[src/rtl/core_types_pkg.sv]
// core_types_pkg: shared core types for the RF writeback path
package core_types_pkg;
  localparam int N_BITS = 32;
  localparam int RF_ADDR_W = 5;
  localparam logic [RF_ADDR_W-1:0] RF_ZERO_ADDR = '0;
  typedef struct packed {
    logic                 wr_en;
    logic [RF_ADDR_W-1:0] rd_addr;
  } rf_wb_ctrl_t;
  typedef struct packed {
    logic              valid;
    rf_wb_ctrl_t       ctrl;
    logic [N_BITS-1:0] data;
  } wb_entry_t;
endpackage

[src/rtl/dff_en_rst.sv]
// dff_en_rst: enable register with synchronous active-high reset to zero
module dff_en_rst #(
  parameter int W = 1
) (
  input  logic         clk,
  input  logic         rst,
  input  logic         en,
  input  logic [W-1:0] d,
  output logic [W-1:0] q
);
  always_ff @(posedge clk)
    if (rst) q <= '0;
    else if (en) q <= d;
endmodule

[src/rtl/rr_arbiter.sv]
// rr_arbiter: one-hot round-robin arbiter, search starts after the last grant
module rr_arbiter #(
  parameter int N = 2
) (
  input  logic         clk,
  input  logic         rst,
  input  logic [N-1:0] req,
  input  logic         advance,
  output logic [N-1:0] grant
);
  localparam int PW = N > 1 ? $clog2(N) : 1;
  logic [PW-1:0] ptr, sel;
  logic found;
  function automatic logic [PW-1:0] wrap(input int k);
    return PW'(k % N);
  endfunction
  always_comb begin
    grant = '0;
    sel = ptr;
    found = 1'b0;
    for (int i = 0; i < N; i++) begin
      if (!found && req[wrap(int'(ptr) + 1 + i)]) begin
        grant[wrap(int'(ptr) + 1 + i)] = 1'b1;
        sel = wrap(int'(ptr) + 1 + i);
        found = 1'b1;
      end
    end
  end
  always_ff @(posedge clk)
    if (rst) ptr <= PW'(N - 1);
    else if (advance && found) ptr <= sel;
endmodule

[src/rtl/w_stage_mc.sv]
// w_stage_mc: multi-channel RF writeback stage; bypass lookup under W_STAGE_MC_BYPASS_EN
module w_stage_mc
  import core_types_pkg::*;
#(
  parameter int N_CH = 2,
  parameter int DATA_W = N_BITS,
  parameter int ADDR_W = RF_ADDR_W
) (
  input  logic                          clk,
  input  logic                          rst,
  input  logic [N_CH-1:0]               in_valid,
  output logic [N_CH-1:0]               in_ready,
  input  rf_wb_ctrl_t [N_CH-1:0]        in_ctrl,
  input  logic [N_CH-1:0][DATA_W-1:0]   in_data,
  output logic                          rf_we,
  output logic [ADDR_W-1:0]             rf_waddr,
  output logic [DATA_W-1:0]             rf_wdata,
  output logic                          busy
`ifdef W_STAGE_MC_BYPASS_EN
  ,
  input  logic [ADDR_W-1:0]             byp_addr,
  output logic                          byp_hit,
  output logic [DATA_W-1:0]             byp_data
`endif
);
  wb_entry_t [N_CH-1:0] hold, hold_d;
  wb_entry_t out_q, out_d, gsel;
  logic [N_CH-1:0] req, grant, load, hold_en;
  always_comb
    for (int c = 0; c < N_CH; c++) req[c] = hold[c].valid;
  rr_arbiter #(.N(N_CH)) u_arb (
    .clk(clk), .rst(rst), .req(req), .advance(|req), .grant(grant)
  );
  // a granted slot can take a new result in the same cycle it drains
  always_comb begin
    in_ready = '0;
    load = '0;
    hold_en = '0;
    hold_d = '0;
    gsel = '0;
    for (int c = 0; c < N_CH; c++) begin
      in_ready[c] = !rst && (!hold[c].valid || grant[c]);
      load[c] = in_valid[c] && in_ready[c] && in_ctrl[c].wr_en && in_ctrl[c].rd_addr != RF_ZERO_ADDR;
      hold_en[c] = load[c] || grant[c];
      hold_d[c] = load[c] ? wb_entry_t'{valid: 1'b1, ctrl: in_ctrl[c], data: in_data[c]} : wb_entry_t'('0);
      if (grant[c]) gsel = hold[c];
    end
    out_d = |grant ? gsel : wb_entry_t'{valid: 1'b0, ctrl: out_q.ctrl, data: out_q.data};
  end
  for (genvar c = 0; c < N_CH; c++) begin : g_hold
    dff_en_rst #(.W($bits(wb_entry_t))) u_hold (
      .clk(clk), .rst(rst), .en(hold_en[c]), .d(hold_d[c]), .q(hold[c])
    );
  end
  dff_en_rst #(.W($bits(wb_entry_t))) u_out (
    .clk(clk), .rst(rst), .en(1'b1), .d(out_d), .q(out_q)
  );
  assign rf_we = out_q.valid;
  assign rf_waddr = out_q.ctrl.rd_addr;
  assign rf_wdata = out_q.data;
  assign busy = |req || out_q.valid;
`ifdef W_STAGE_MC_BYPASS_EN
  // holds are younger than the output register, so they are checked last and win
  always_comb begin
    byp_hit = 1'b0;
    byp_data = '0;
    if (byp_addr != RF_ZERO_ADDR) begin
      if (out_q.valid && out_q.ctrl.rd_addr == byp_addr) begin
        byp_hit = 1'b1;
        byp_data = out_q.data;
      end
      for (int c = 0; c < N_CH; c++)
        if (hold[c].valid && hold[c].ctrl.rd_addr == byp_addr) begin
          byp_hit = 1'b1;
          byp_data = hold[c].data;
        end
    end
  end
`endif
endmodule

[config.mk]
export PLATFORM = sky130hd
export DESIGN_NAME = w_stage_mc
export DESIGN_NICKNAME = d
export VERILOG_FILES = /design/src/rtl/core_types_pkg.sv /design/src/rtl/dff_en_rst.sv /design/src/rtl/rr_arbiter.sv /design/src/rtl/w_stage_mc.sv
export SDC_FILE = /design/constraint.sdc
export NUM_CORES = 1
export LEC_CHECK = 0
export ABC_AREA = 1
export CORE_ASPECT_RATIO = 1.75
export CORE_MARGIN = 5
export CORE_UTILIZATION = 30
export CTS_CLUSTER_DIAMETER = 120
export DETAILED_ROUTE_END_ITERATION = 10
export GPL_TIMING_DRIVEN = 0
export PLACE_DENSITY = 0.61
export SLEW_MARGIN = 20
export SYNTH_ARGS = -nofsm -noshare
export SYNTH_HDL_FRONTEND = slang
export SYNTH_HIERARCHICAL = 1
export SYNTH_SLANG_ARGS = --single-unit
[constraint.sdc]
create_clock -name clk -period 1.9 [get_ports clk]
set_input_delay 0.19 -clock clk [delete_from_list [all_inputs] [get_ports clk]]
set_output_delay 0.19 -clock clk [all_outputs]
set_load 0.02 [all_outputs]
### After elaboration in Yosys (flattened, before gate mapping)

Index checks and enable logic that the tools add are counted.
Widths: inputs -> output; s select.

| word-level totals | value |
|---|---|
| bits in registers | 117 |
| logic and storage cells | 59 |
| bits in latches | 0 |
| memories kept | 0 |
| bits in read-only memories | 0 |
| input bits | 80 |
| bits in writable memories | 0 |
| output and inout bits | 41 |

| operators by class | value |
|---|---|
| order comparisons | 4 |
| muxes and demuxes | 18 |
| bitwise logic cells | 2 |
| multiply operators | 0 |
| shift-type cells | 0 |
| equal/unequal tests | 0 |
| add/subtract/negate cells | 2 |
| reductions and logical operators | 28 |
| divide/modulo/power cells | 0 |

Operators by type and width:

| cell | count |
|---|---|
| $mux 39 | 4 |
| $logic_and 1x1->1 | 12 |
| $mux 1 | 10 |
| $reduce_bool 5->1 | 2 |
| $reduce_or 2->1 | 3 |
| $logic_or 1x1->1 | 5 |
| $logic_not 1->1 | 4 |
| $lt 1x2->1 const B | 2 |
| $mux 2 | 2 |
| $add 1x1->1 const B | 2 |
| $demux 1 s1 | 2 |
| $ge 1x1->1 const B | 2 |
| $or 2x2->2 | 1 |
| $reduce_and 2->1 | 1 |
| $reduce_bool 2->1 | 1 |
| $not 1->1 | 1 |

### Longest topological paths before layout

Gate-level depths: netlist (run 1).

| logic depth | value |
|---|---|
| depth after elaboration | 14 |
| gate-level depth with buffers | 15 |

### Cells and area by module

Netlist (run 1), hierarchy kept.

Modules (own cells, without submodules):

| module | area each (um^2) | seq. area each (um^2) | cells an instance | times used |
|---|---|---|---|---|
| dff_en_rst | 1609.0 | 780.7 | 248 | 3 |
| w_stage_mc | 1468.9 | 0.0 | 317 | 1 |
| rr_arbiter | 60.1 | 20.0 | 9 | 1 |

### Least setup slack after synthesis (run 1)

No wires, ideal clock.

| timing | value |
|---|---|
| path type | flip-flop to flip-flop |
| start point | reg g_hold[1].u_hold.q[38] |
| end point | reg g_hold[1].u_hold.q[37] |
| arrival | 1811 ps |
| setup slack | -23 ps |
| stages on the path, launching flop included | 15 |
| cell sequence | dfxtp_1 a21boi_0 inv_2 nand2_1 nand2_1 nor2_2 nand2_2 buf_6 buf_8 nand2_1 buf_4 buf_2 nand2_1 nand2_1 nor2_1 |

| on the way | value |
|---|---|
| longest elaborated chain between the ends | 12 |

RTL lines:

| what | line | RTL |
|---|---|---|
| start, declared | dff_en_rst.sv:9 | `output logic [W-1:0] q` |
| start signal, assigned | dff_en_rst.sv:12 | `if (rst) q <= '0;` |
| start signal, assigned | dff_en_rst.sv:13 | `else if (en) q <= d;` |
| $mux 1 (implied by the code) (2 in series) | rr_arbiter.sv:22 | `if (!found && req[wrap(int'(ptr) + 1 + i)]) begin` |
| $mux 1 | rr_arbiter.sv:22 |  |
| $logic_not 1->1 | rr_arbiter.sv:22 |  |
| $logic_and 1x1->1 | rr_arbiter.sv:22 |  |
| $mux 2 (*) | rr_arbiter.sv:22 |  |
| via grant[1] | w_stage_mc.sv:28 | `logic [N_CH-1:0] req, grant, load, hold_en;` |
| $logic_or 1x1->1 | w_stage_mc.sv:42 | `in_ready[c] = !rst && (!hold[c].valid \|\| grant[c]);` |
| $logic_and 1x1->1 | w_stage_mc.sv:42 |  |
| $logic_and 1x1->1 (3 in series) | w_stage_mc.sv:43 | `load[c] = in_valid[c] && in_ready[c] && in_ctrl[c].wr_en && in_ctrl[c].rd_addr != RF_ZERO_ADDR;` |
| $logic_or 1x1->1 (*) | w_stage_mc.sv:44 | `hold_en[c] = load[c] \|\| grant[c];` |
| via hold_en[1] | w_stage_mc.sv:28 |  |

The timed path passes the listed nets; every way through them passes the cells marked *. The select of a mux whose other input is x is not followed.
A chain may end at the register's enable or synchronous reset.

### Worst setup path in the final report (run 1)

| timing | value |
|---|---|
| start point | reg g_hold[1].u_hold.q[38] |
| end point | reg g_hold[1].u_hold.q[24] |

The elaborated chain is that of the path after synthesis.

==> results of run 1 <==
-- worst max-delay path: stages (launching register included) --
cell and delay [ps]:
sky130_fd_sc_hd__dfxtp_4 380, sky130_fd_sc_hd__a21boi_4 220, sky130_fd_sc_hd__inv_4 80, sky130_fd_sc_hd__nand2_2 80, sky130_fd_sc_hd__nand2_4 60, sky130_fd_sc_hd__nor2_4 100, sky130_fd_sc_hd__nand2_4 60, sky130_fd_sc_hd__buf_12 130
sky130_fd_sc_hd__nand2_1 70, sky130_fd_sc_hd__buf_6 160, sky130_fd_sc_hd__buf_12 160, sky130_fd_sc_hd__clkbuf_16 140, sky130_fd_sc_hd__nor2_1 40, sky130_fd_sc_hd__nor2_1 100
-- per-stage QoR --
stage,cell area [um2],worst slack [ps]
5_1_grt,8760,-10.1
3_3_place_gp,7730,-606
2_1_floorplan,6220,42.4
6_report,8760,56.7
3_5_place_dp,7730,-632
4_1_cts,8620,9.93
-- registers in the layout, summed over array words and instances (netlist names) --
| register | flops |
|---|---|
| g_hold.u_hold/q | 76 |
| u_arb/ptr | 1 |
| u_out/q | 38 |
-- layer usage --
| metal | up-vias | wire length, um | GRT usage [%] |
|---|---|---|---|
| met5 | - | 0 | 0 |
| met4 | 0 | 633 | 7.34 |
| met3 | 29 | 650 | 3.04 |
| met2 | 92 | 10600 | 31.2 |
| met1 | 2652 | 6990 | 15.1 |
| li1 | 3325 | - | - |
-- worst max-delay path by stage --
| stage | from | endpoint | slack, ps | cells past startpoint |
|---|---|---|---|---|
| 2_1_floorplan | g_hold[0].u_hold/q[38] | g_hold[0].u_hold/q[10] | 40 | 14 |
| 3_3_place_gp | rst | g_hold[1].u_hold/q[18] | -610 | 13 |
| 3_5_place_dp | rst | g_hold[1].u_hold/q[27] | -630 | 13 |
| 4_1_cts | g_hold[1].u_hold/q[38] | g_hold[1].u_hold/q[38] | 10 | 13 |
| 5_1_grt | g_hold[1].u_hold/q[38] | u_out/q[27] | -10 | 11 |
| 6_report | g_hold[1].u_hold/q[38] | g_hold[1].u_hold/q[24] | 60 | 13 |
-- power breakdown --
group | internal, uW | switching (uW)
Sequential | 2760 | 214
Combinational | 1290 | 1500
Clock | 2110 | 1110
-- timing repair --
item | 4_1_cts | 5_1_grt
gates cloned | 3 | 2
gates resized for setup | 48 | 19
endpoints found under the setup margin | 109 | 73
setup buffers | 14 | 7
pin swaps | 2 | 9
-- final cells by class --
class	instances	area, um2	share of cell area (%)
inverters	202	761	8.68
multi-input cells	672	2810	32.1
clock inverters	10	133	1.51
flip-flops and latches	115	2310	26.4
well taps	248	310	3.54
diodes	1	2.50	0.0286
repair buffers	146	1500	17.1
plain buffers	55	470	5.37
clock buffers	21	460	5.26
==> summary.md, run 1 <==
## Timing
• **skew final** 7.68 ps
• **crit path time final** 1840 ps
• **RSZ-0062 raised after global routing** yes
• **final setup vio count** 0
• **max-slew violation count** 0
• **highest clock rate** 543 MHz
• **WHS** 455 ps
• **TNS Setup** 0 ps
• **final number of hold-violating endpoints** 0
• **Final Cycle Share** 97.0%

## Global route
• **via count of the first global-routing pass** 6031
• **pin count of the biggest net entering global routing** 18
• **gr ovfl total** 0
• **wire length of the first global-routing pass** 29900 um
• **number of antenna violations at the first check in global routing** 1
• **global routing usage summed across all routing layers** 15.7%

## Logic synthesis
• **synthesized instance count** 1047
• **Post-Synthesis Cell Area** 6220 um2
• **Warnings, synthesis** 6
• **average footprint of a synthesized cell** 5.94 um2
• **Synthesized Nets** 1127

## Power and ir drop
• **peak supply drop** 554 uV
• **Power, Total** 8980 uW
• **leakage component of the power** 0.00420 uW
• **power density of the placed cells** 1030 nW/um2

## Cells and area
• **share of final-layout standard cells stronger than drive strength 1** 11.9%
• **final core area utilization** 43.0%
• **growth of design area from synthesis to finish** 40.9%
• **most frequent cells in the layout** sky130_fd_sc_hd__nor2_1, sky130_fd_sc_hd__nand2_1, sky130_fd_sc_hd__inv_1
• **net count reported at finish** 1289
• **number of fill cells** 2214
• **most frequent standard cell in the layout excluding fill and tap cells** sky130_fd_sc_hd__nor2_1
• **Non-Filler Instances** 1470

## Worst setup path
• **endpoint of the most critical register-to-register path** g_hold[1].u_hold/q[24]
• **startpoint type of the worst setup path** register
• **classification of the worst setup path** register to register
• **reg-to-reg slack, setup** 60 ps
• **data arrival time of the critical path** 2180 ps
• **cells on worst reg2reg path** 13
• **kind of capture point of the worst setup path** register
• **Crit Path Max Fanout** 7
• **startpoint of the worst-slack reg-to-reg timing path** g_hold[1].u_hold/q[38]
• **data required time at the worst endpoint** 2230 ps

## Route
• **via-per-instance ratio** 4.15
• **DRT antenna net count** 0
• **WL per Instance** 12.9 um
• **number of search-and-repair iterations in the first detailed-routing pass** 4
• **total vias in the final route** 6098
• **post-detailed-route DRC marker count** 0
• **total wire length** 18900 um
• **starting DRC count in detailed routing** 188

## Clocking
• **CTS clk-pin slew, worst paths** 50 ps
• **clock tree root driver cell** sky130_fd_sc_hd__clkbuf_16
• **number of H-tree levels** 4
• **Max Root-Sink Buffers** 2
• **latest clock arrival within the worst-skew pair** 400 ps
• **TritonCTS Buffers** 17
• **sinks on the clock net** 115
• **hold_buf cts** 0
• **TritonCTS clock tree** done

## Floorplan
• **core area** 20400 um2
• **floorplan die width** 119 um
• **Cell Rows** 69
• **vertical extent of the die** 200 um
• **number of top-level pins** 121
• **starting density of the core** 30.5%
• **die footprint** 23800 um2

## Worst hold path
• **worst hold path depth** 7
• **WHS Endpoint** g_hold[0].u_hold/q[12]
• **worst min-delay path startpoint** in_data[12]
• **class of the worst hold path** primary input to register

## Placed design
• **gp weighted congestion** 0.802
• **number of cells after detailed placement** 1415
• **number of I/O port buffers** 120
• **HPWL after detailed placement** 13900 um

## Status
• **run status** finished, final reports clean

## Flow run
• **maximum capacitance violations** 0

(Power assumes the default switching activity.)
==> run 2, diff against run 1 <==
--- a/config.mk
+++ b/config.mk
@@ -8,11 +8,11 @@
 export ABC_AREA = 1
 export CORE_ASPECT_RATIO = 1.75
 export CORE_MARGIN = 5
-export CORE_UTILIZATION = 30
+export CORE_UTILIZATION = 40
 export CTS_CLUSTER_DIAMETER = 120
 export DETAILED_ROUTE_END_ITERATION = 10
 export GPL_TIMING_DRIVEN = 0
-export PLACE_DENSITY = 0.61
+export PLACE_DENSITY = 0.75
 export SLEW_MARGIN = 20
 export SYNTH_ARGS = -nofsm -noshare
 export SYNTH_HDL_FRONTEND = slang
==> run 2 against run 1 <==
Final area is 2.1% lower; clock skew is 1.9 ps higher; final cell count is 4.5% lower; global-route usage is 3.3 points higher; clock power is 2% lower; sequential power hardly changed; power is 1.3% lower; largest cell class unchanged; core utilization is 13 points higher; sequential share of layout area is 0.58 points higher.
==> summary.md, run 2 (synthesis results as in run 1) <==
## Clocking
• **sinks on the clock net** 115
• **clock tree root driver cell** sky130_fd_sc_hd__clkbuf_16
• **number of H-tree levels** 4
• **hold_buf cts** 0
• **latest clock arrival within the worst-skew pair** 410 ps
• **Max Root-Sink Buffers** 2
• **TritonCTS clock tree** done
• **TritonCTS Buffers** 17
• **CTS clk-pin slew, worst paths** 50 ps

## Flow run
• **maximum capacitance violations** 0

## Power and ir drop
• **power density of the placed cells** 1030 nW/um2
• **combinational cell fraction of total power** 30.6%
• **Sw Ratio** 31.5%
• **Power, Total** 8870 uW
• **Clk network pwr share** 35.8%
• **peak supply drop** 546 uV
• **proportion of power drawn by flip-flops and latches** 33.6%
• **internal power component** 6080 uW
• **Switch Pwr** 2790 uW
• **leakage component of the power** 0.00415 uW

## Cells and area
• **biggest regs** g_hold.u_hold/q (76), u_out/q (38), u_arb/ptr (1)
• **flip-flop count of the largest register after layout** 76
• **growth of design area from synthesis to finish** 37.8%
• **total area of multi-input combinational cells** 2790 um2
• **share of final-layout standard cells stronger than drive strength 1** 11.1%
• **most frequent cells in the layout** sky130_fd_sc_hd__nor2_1, sky130_fd_sc_hd__nand2_1, sky130_fd_sc_hd__inv_1
• **Biggest register** g_hold.u_hold/q
• **area occupied by registers** 2310 um2
• **number of fill cells** 1508
• **most frequent standard cell in the layout excluding fill and tap cells** sky130_fd_sc_hd__nor2_1
• **net count reported at finish** 1282

## Route
• **post-detailed-route DRC marker count** 0
• **WL per Instance** 12.8 um
• **total vias in the final route** 6197
• **starting DRC count in detailed routing** 248
• **number of search-and-repair iterations in the first detailed-routing pass** 4
• **total wire length** 18000 um
• **via-per-instance ratio** 4.41
• **DRT antenna net count** 0

## Worst setup path
• **startpoint of the worst-slack reg-to-reg timing path** g_hold[1].u_hold/q[38]
• **data required time at the worst endpoint** 1710 ps
• **dominant delay contributor by cell family on the critical path** buffers and inverters
• **reg-to-reg slack, setup** 50 ps
• **number of buffer and inverter instances along the worst setup path** 3
• **classification of the worst setup path** register to primary output
• **endpoint of the most critical register-to-register path** g_hold[1].u_hold/q[29]
• **delay of the slowest critical-path stage** 360 ps
• **critical path, cell by cell** buf_4 > inv_1 > nand2_1 > or2_2 > clkdlybuf4s15_1
• **cells on worst reg2reg path** 10
• **kind of capture point of the worst setup path** primary output
• **number of cells on the critical path** 5
• **Crit Path Max Fanout** 4
• **startpoint type of the worst setup path** register
• **crit path max-delay cell type** sky130_fd_sc_hd__dfxtp_4
• **data arrival time of the critical path** 1660 ps

## Floorplan
• **starting density of the core** 40.6%
• **number of top-level pins** 121
• **floorplan die width** 104 um
• **core area** 15300 um2
• **Cell Rows** 60
• **vertical extent of the die** 175 um
• **die footprint** 18200 um2

## Worst hold path
• **worst min-delay path startpoint** in_data[53]
• **WHS Endpoint** g_hold[1].u_hold/q[21]
• **class of the worst hold path** primary input to register
• **worst hold path depth** 7

## Placed design
• **HPWL after detailed placement** 12600 um
• **gp weighted congestion** 0.874
• **number of I/O port buffers** 120
• **post-placement setup slack** -555 ps

## Timing
• **Relative slew margins** 66.3%
• **skew final** 9.53 ps
• **slack of the critical path** 50.5 ps
• **Final Cycle Share** 97.3%
• **crit path time final** 1850 ps
• **WHS** 450 ps
• **max-slew violation count** 0
• **highest clock rate** 541 MHz
• **final setup vio count** 0
• **actual slew at the worst max-slew pin** 505 ps
• **final number of hold-violating endpoints** 0
• **RSZ-0062 raised after global routing** yes

## Global route
• **gr ovfl total** 0
• **pin count of the biggest net entering global routing** 18
• **via count of the first global-routing pass** 6066
• **wire length of the first global-routing pass** 27900 um
• **number of antenna violations at the first check in global routing** 3
• **global routing usage summed across all routing layers** 19.0%

## Status
• **run status** finished, final reports clean

## run 2: cell types whose count changed in the layout (fill, tap and decap cells not counted), sizes merged
cell | before | now
clkinvlp | 3 | 2
clkinv | 4 | 6
clkbuf | 29 | 32
diode | 1 | 3
buf | 73 | 62
bufbuf | 0 | 1
## run 2: stage by stage
| stage | setup TNS [ps] | std cells | cell area [um2] | utilization, % |
|---|---|---|---|---|
| after CTS | 0 | 1393 | 8370 | 54.6 |
| final | 0 | 1404 | 8570 | 56.0 |
| after floorplan | 0 | 1047 | 6220 | - |
| after global routing | -239 | 1404 | 8570 | 56.0 |
| after global placement | -37710 | 1353 | 7650 | 50.0 |
| after detailed placement | -38240 | 1353 | 7650 | 50.0 |
## run 2: metal layers
layer	share of wire [%]	track usage (%)	vias to the layer above
met5	0	0	-
met3	5.3	5.21	50
met4	4.7	13.2	0
met2	54	35.3	144
met1	36	17.6	2699
li1	-	-	3304
## run 2: how the worst max path moves through the flow
stage                                      start                      to  slack [ps]
after global routing                   u_arb/ptr   g_hold[0].u_hold/q[2]         -40
after global placement                       rst  g_hold[0].u_hold/q[18]        -540
final                     g_hold[1].u_hold/q[38]                    busy          50
after CTS                 g_hold[1].u_hold/q[38]             u_out/q[18]          10
after detailed placement                     rst  g_hold[0].u_hold/q[33]        -550
after floorplan           g_hold[0].u_hold/q[38]  g_hold[0].u_hold/q[10]          40
## run 2: worst register-to-register path: stages (launching register included)
cell	delay, ps
sky130_fd_sc_hd__dfxtp_4	360
sky130_fd_sc_hd__a21boi_4	140
sky130_fd_sc_hd__inv_2	60
sky130_fd_sc_hd__buf_4	170
sky130_fd_sc_hd__clkbuf_2	270
sky130_fd_sc_hd__nand2_1	100
sky130_fd_sc_hd__buf_6	150
sky130_fd_sc_hd__buf_12	150
sky130_fd_sc_hd__buf_8	130
sky130_fd_sc_hd__nor2_1	140
sky130_fd_sc_hd__nor2_1	70
## run 2: final cells by class
type,instances,share of cell area (%)
antenna,3,0.0876
buffer,56,5.31
clock buffer,21,5.25
clock inverter,11,1.58
inverter,202,8.85
multi-input combinational,672,32.6
sequential,115,27.0
tap,186,2.71
timing repair buffer,138,16.7
## run 2: timing repair
item,CTS,global route
setup endpoints to repair,86,106
cloned,2,3
resized for setup,27,24
pin swaps,3,5
setup buffers,8,5
## run 2: power groups by stage
stage / registers (uW) / logic, uW / clock network, uW
2_1_floorplan: 3080 / 1600 / 0
3_3_place_gp: 3000 / 2400 / 0
3_5_place_dp: 3010 / 2440 / 0
4_1_cts: 2970 / 2550 / 3190
5_1_grt: 3020 / 3050 / 3330
6_report: 2980 / 2720 / 3170
==> run 3, diff against run 2 <==
--- a/config.mk
+++ b/config.mk
@@ -11,8 +11,7 @@
 export CORE_UTILIZATION = 40
 export CTS_CLUSTER_DIAMETER = 120
 export DETAILED_ROUTE_END_ITERATION = 10
-export GPL_TIMING_DRIVEN = 0
-export PLACE_DENSITY = 0.75
+export PLACE_DENSITY = 0.71
 export SLEW_MARGIN = 20
 export SYNTH_ARGS = -nofsm -noshare
 export SYNTH_HDL_FRONTEND = slang
==> run 3 against run 2 <==
Worst hold slack got worse by 5.5 ps; register-to-register slack improved by 100 ps; combinational power fell by 11%; final area fell by 5.6%; wire length fell by 12%; clock power barely moved; die area did not move; flip-flop and latch count did not move; critical endpoint is now in_ready[1].
==> summary.md, run 3 (synthesis results as in run 1) <==
## Global route
• **wire length of the first global-routing pass** 25900 um
• **via count of the first global-routing pass** 5583
• **gr ovfl total** 0
• **number of antenna violations at the first check in global routing** 1
• **pin count of the biggest net entering global routing** 77
• **global routing usage summed across all routing layers** 17.5%

## Placed design
• **number of cells after detailed placement** 1312
• **gp weighted congestion** 0.857
• **number of I/O port buffers** 120
• **HPWL after detailed placement** 10500 um

## Clocking
• **latest clock arrival within the worst-skew pair** 420 ps
• **number of H-tree levels** 4
• **Max Root-Sink Buffers** 2
• **hold_buf cts** 0
• **TritonCTS Buffers** 17
• **TritonCTS clock tree** done
• **CTS clk-pin slew, worst paths** 60 ps
• **number of buffers inserted to repair setup after CTS** 0
• **clock tree root driver cell** sky130_fd_sc_hd__clkbuf_16
• **sinks on the clock net** 115

## Worst setup path
• **Crit Path Max Fanout** 6
• **crit path max-delay cell type** sky130_fd_sc_hd__dfxtp_2
• **kind of capture point of the worst setup path** primary output
• **crit-path most repeated cell** sky130_fd_sc_hd__nand2_1
• **critical path, cell by cell** a21boi_2 > inv_2 > nand2_1 > nand2_1 > inv_1 > clkdlybuf4s15_1
• **startpoint type of the worst setup path** register
• **data arrival time of the critical path** 1590 ps
• **data required time at the worst endpoint** 1710 ps
• **classification of the worst setup path** register to primary output
• **number of buffer and inverter instances along the worst setup path** 3
• **delay of the slowest critical-path stage** 380 ps
• **dominant delay contributor by cell family on the critical path** buffers and inverters

## Route
• **DRT antenna net count** 0
• **total routed wire length on the met1 layer** 6190 um
• **WL per Instance** 11.8 um
• **post-detailed-route DRC marker count** 0
• **total wire length** 15800 um
• **highest metal layer used by the detailed router** met4
• **starting DRC count in detailed routing** 194
• **via-per-instance ratio** 4.43
• **wire length on met3** 542 um
• **total vias in the final route** 5961
• **number of search-and-repair iterations in the first detailed-routing pass** 4
• **Routed met2 length** 8610 um

## Cells and area
• **share of final-layout standard cells stronger than drive strength 1** 7.17%
• **Non-Filler Instances** 1345
• **growth of design area from synthesis to finish** 30.2%
• **biggest regs** g_hold.u_hold/q (76), u_out/q (38), u_arb/ptr (1)
• **most frequent standard cell in the layout excluding fill and tap cells** sky130_fd_sc_hd__nor2_1
• **flip-flop count of the largest register after layout** 76
• **net count reported at finish** 1225
• **total area of multi-input combinational cells** 2770 um2
• **Biggest register** g_hold.u_hold/q
• **most frequent cells in the layout** sky130_fd_sc_hd__nor2_1, sky130_fd_sc_hd__nand2_1, sky130_fd_sc_hd__inv_1
• **area occupied by registers** 2300 um2
• **number of fill cells** 1586

## Floorplan
• **starting density of the core** 40.6%
• **Cell Rows** 60
• **number of top-level pins** 121
• **floorplan die width** 104 um
• **die footprint** 18200 um2
• **core area** 15300 um2
• **vertical extent of the die** 175 um

## Timing
• **final number of hold-violating endpoints** 0
• **actual slew at the worst max-slew pin** 744 ps
• **Final Cycle Share** 93.8%
• **RSZ-0062 raised after global routing** no
• **final setup vio count** 0
• **TNS Setup** 0 ps
• **max-slew violation count** 0
• **Relative slew margins** 50.3%
• **highest clock rate** 561 MHz
• **skew final** 11.8 ps
• **crit path time final** 1780 ps

## Power and ir drop
• **leakage component of the power** 0.00387 uW
• **power density of the placed cells** 1050 nW/um2
• **Power, Total** 8520 uW
• **peak supply drop** 475 uV

## Flow run
• **maximum capacitance violations** 0

## Status
• **run status** finished, final reports clean

## Worst hold path
• **class of the worst hold path** primary input to register

[run 3: changes by cell type in the layout (fill, tap and decap cells not counted), sizes merged]
cell | before | now
buf | 62 | 17
clkbuf | 32 | 18
clkinvlp | 2 | 5
diode | 3 | 1
inv | 202 | 204
bufbuf | 1 | 0
bufinv | 3 | 2
dlygate4sd2 | 2 | 1
[run 3: power breakdown]
group	switching [uW]	total (uW)	leakage [uW]	internal, uW
Sequential	213	2980	0.000948	2760
Clock	1200	3140	0.000272	1930
Combinational	1360	2410	0.00265	1050
Total	2770	8520	0.00387	5740
[run 3: timing repair]
item / in CTS / in global routing
endpoints found under the setup margin: 3 / 66
gates resized for setup: 4 / 7
gates cloned: 0 / 0
[run 3: stage by stage]
step | util (%) | hold WS, ps | area, um2 | worst slack (ps)
2_1_floorplan | - | 298 | 6220 | 42.4
3_5_place_dp | 49.0 | 464 | 7500 | 42.6
3_3_place_gp | 49.0 | 456 | 7500 | 70.1
5_1_grt | 52.9 | 471 | 8090 | 9.60
6_report | 52.9 | 445 | 8090 | 118
4_1_cts | 52.8 | 433 | 8080 | 11.7
[run 3: worst paths after layout]
path                                from  cells past startpoint  slack [ps]                      to
hold reg to reg   g_hold[0].u_hold/q[15]                      2         470  g_hold[0].u_hold/q[15]
hold / removal                in_data[3]                      7         440   g_hold[0].u_hold/q[3]
setup reg to reg  g_hold[1].u_hold/q[38]                     11         150             u_out/q[29]
setup / recovery  g_hold[1].u_hold/q[38]                      6         120             in_ready[1]
[run 3: per-layer routing]
metal  vias to the layer above  GRT usage (%)
met3                        33           4.21
met1                      2610           17.2
met5                         -              0
met2                       122           33.8
met4                         0           8.10
li1                       3196              -
[run 3: cell type report]
| class | count | area share (%) |
|---|---|---|
| multi-input cells | 672 | 34.2 |
| flip-flops and latches | 115 | 28.5 |
| repair buffers | 137 | 17.8 |
| inverters | 202 | 9.37 |
| clock buffers | 17 | 5.26 |
| well taps | 186 | 2.88 |
| clock inverters | 15 | 1.98 |
| diodes | 1 | 0.0309 |
[run 3: worst min-delay path, cell delays in order]
cell	delay [ps]
sky130_fd_sc_hd__clkdlybuf4s50_1	390
sky130_fd_sc_hd__inv_1	50
sky130_fd_sc_hd__nor2_1	30
sky130_fd_sc_hd__inv_1	40
sky130_fd_sc_hd__nand2_1	40
sky130_fd_sc_hd__nand2_1	50
sky130_fd_sc_hd__nor2_1	30
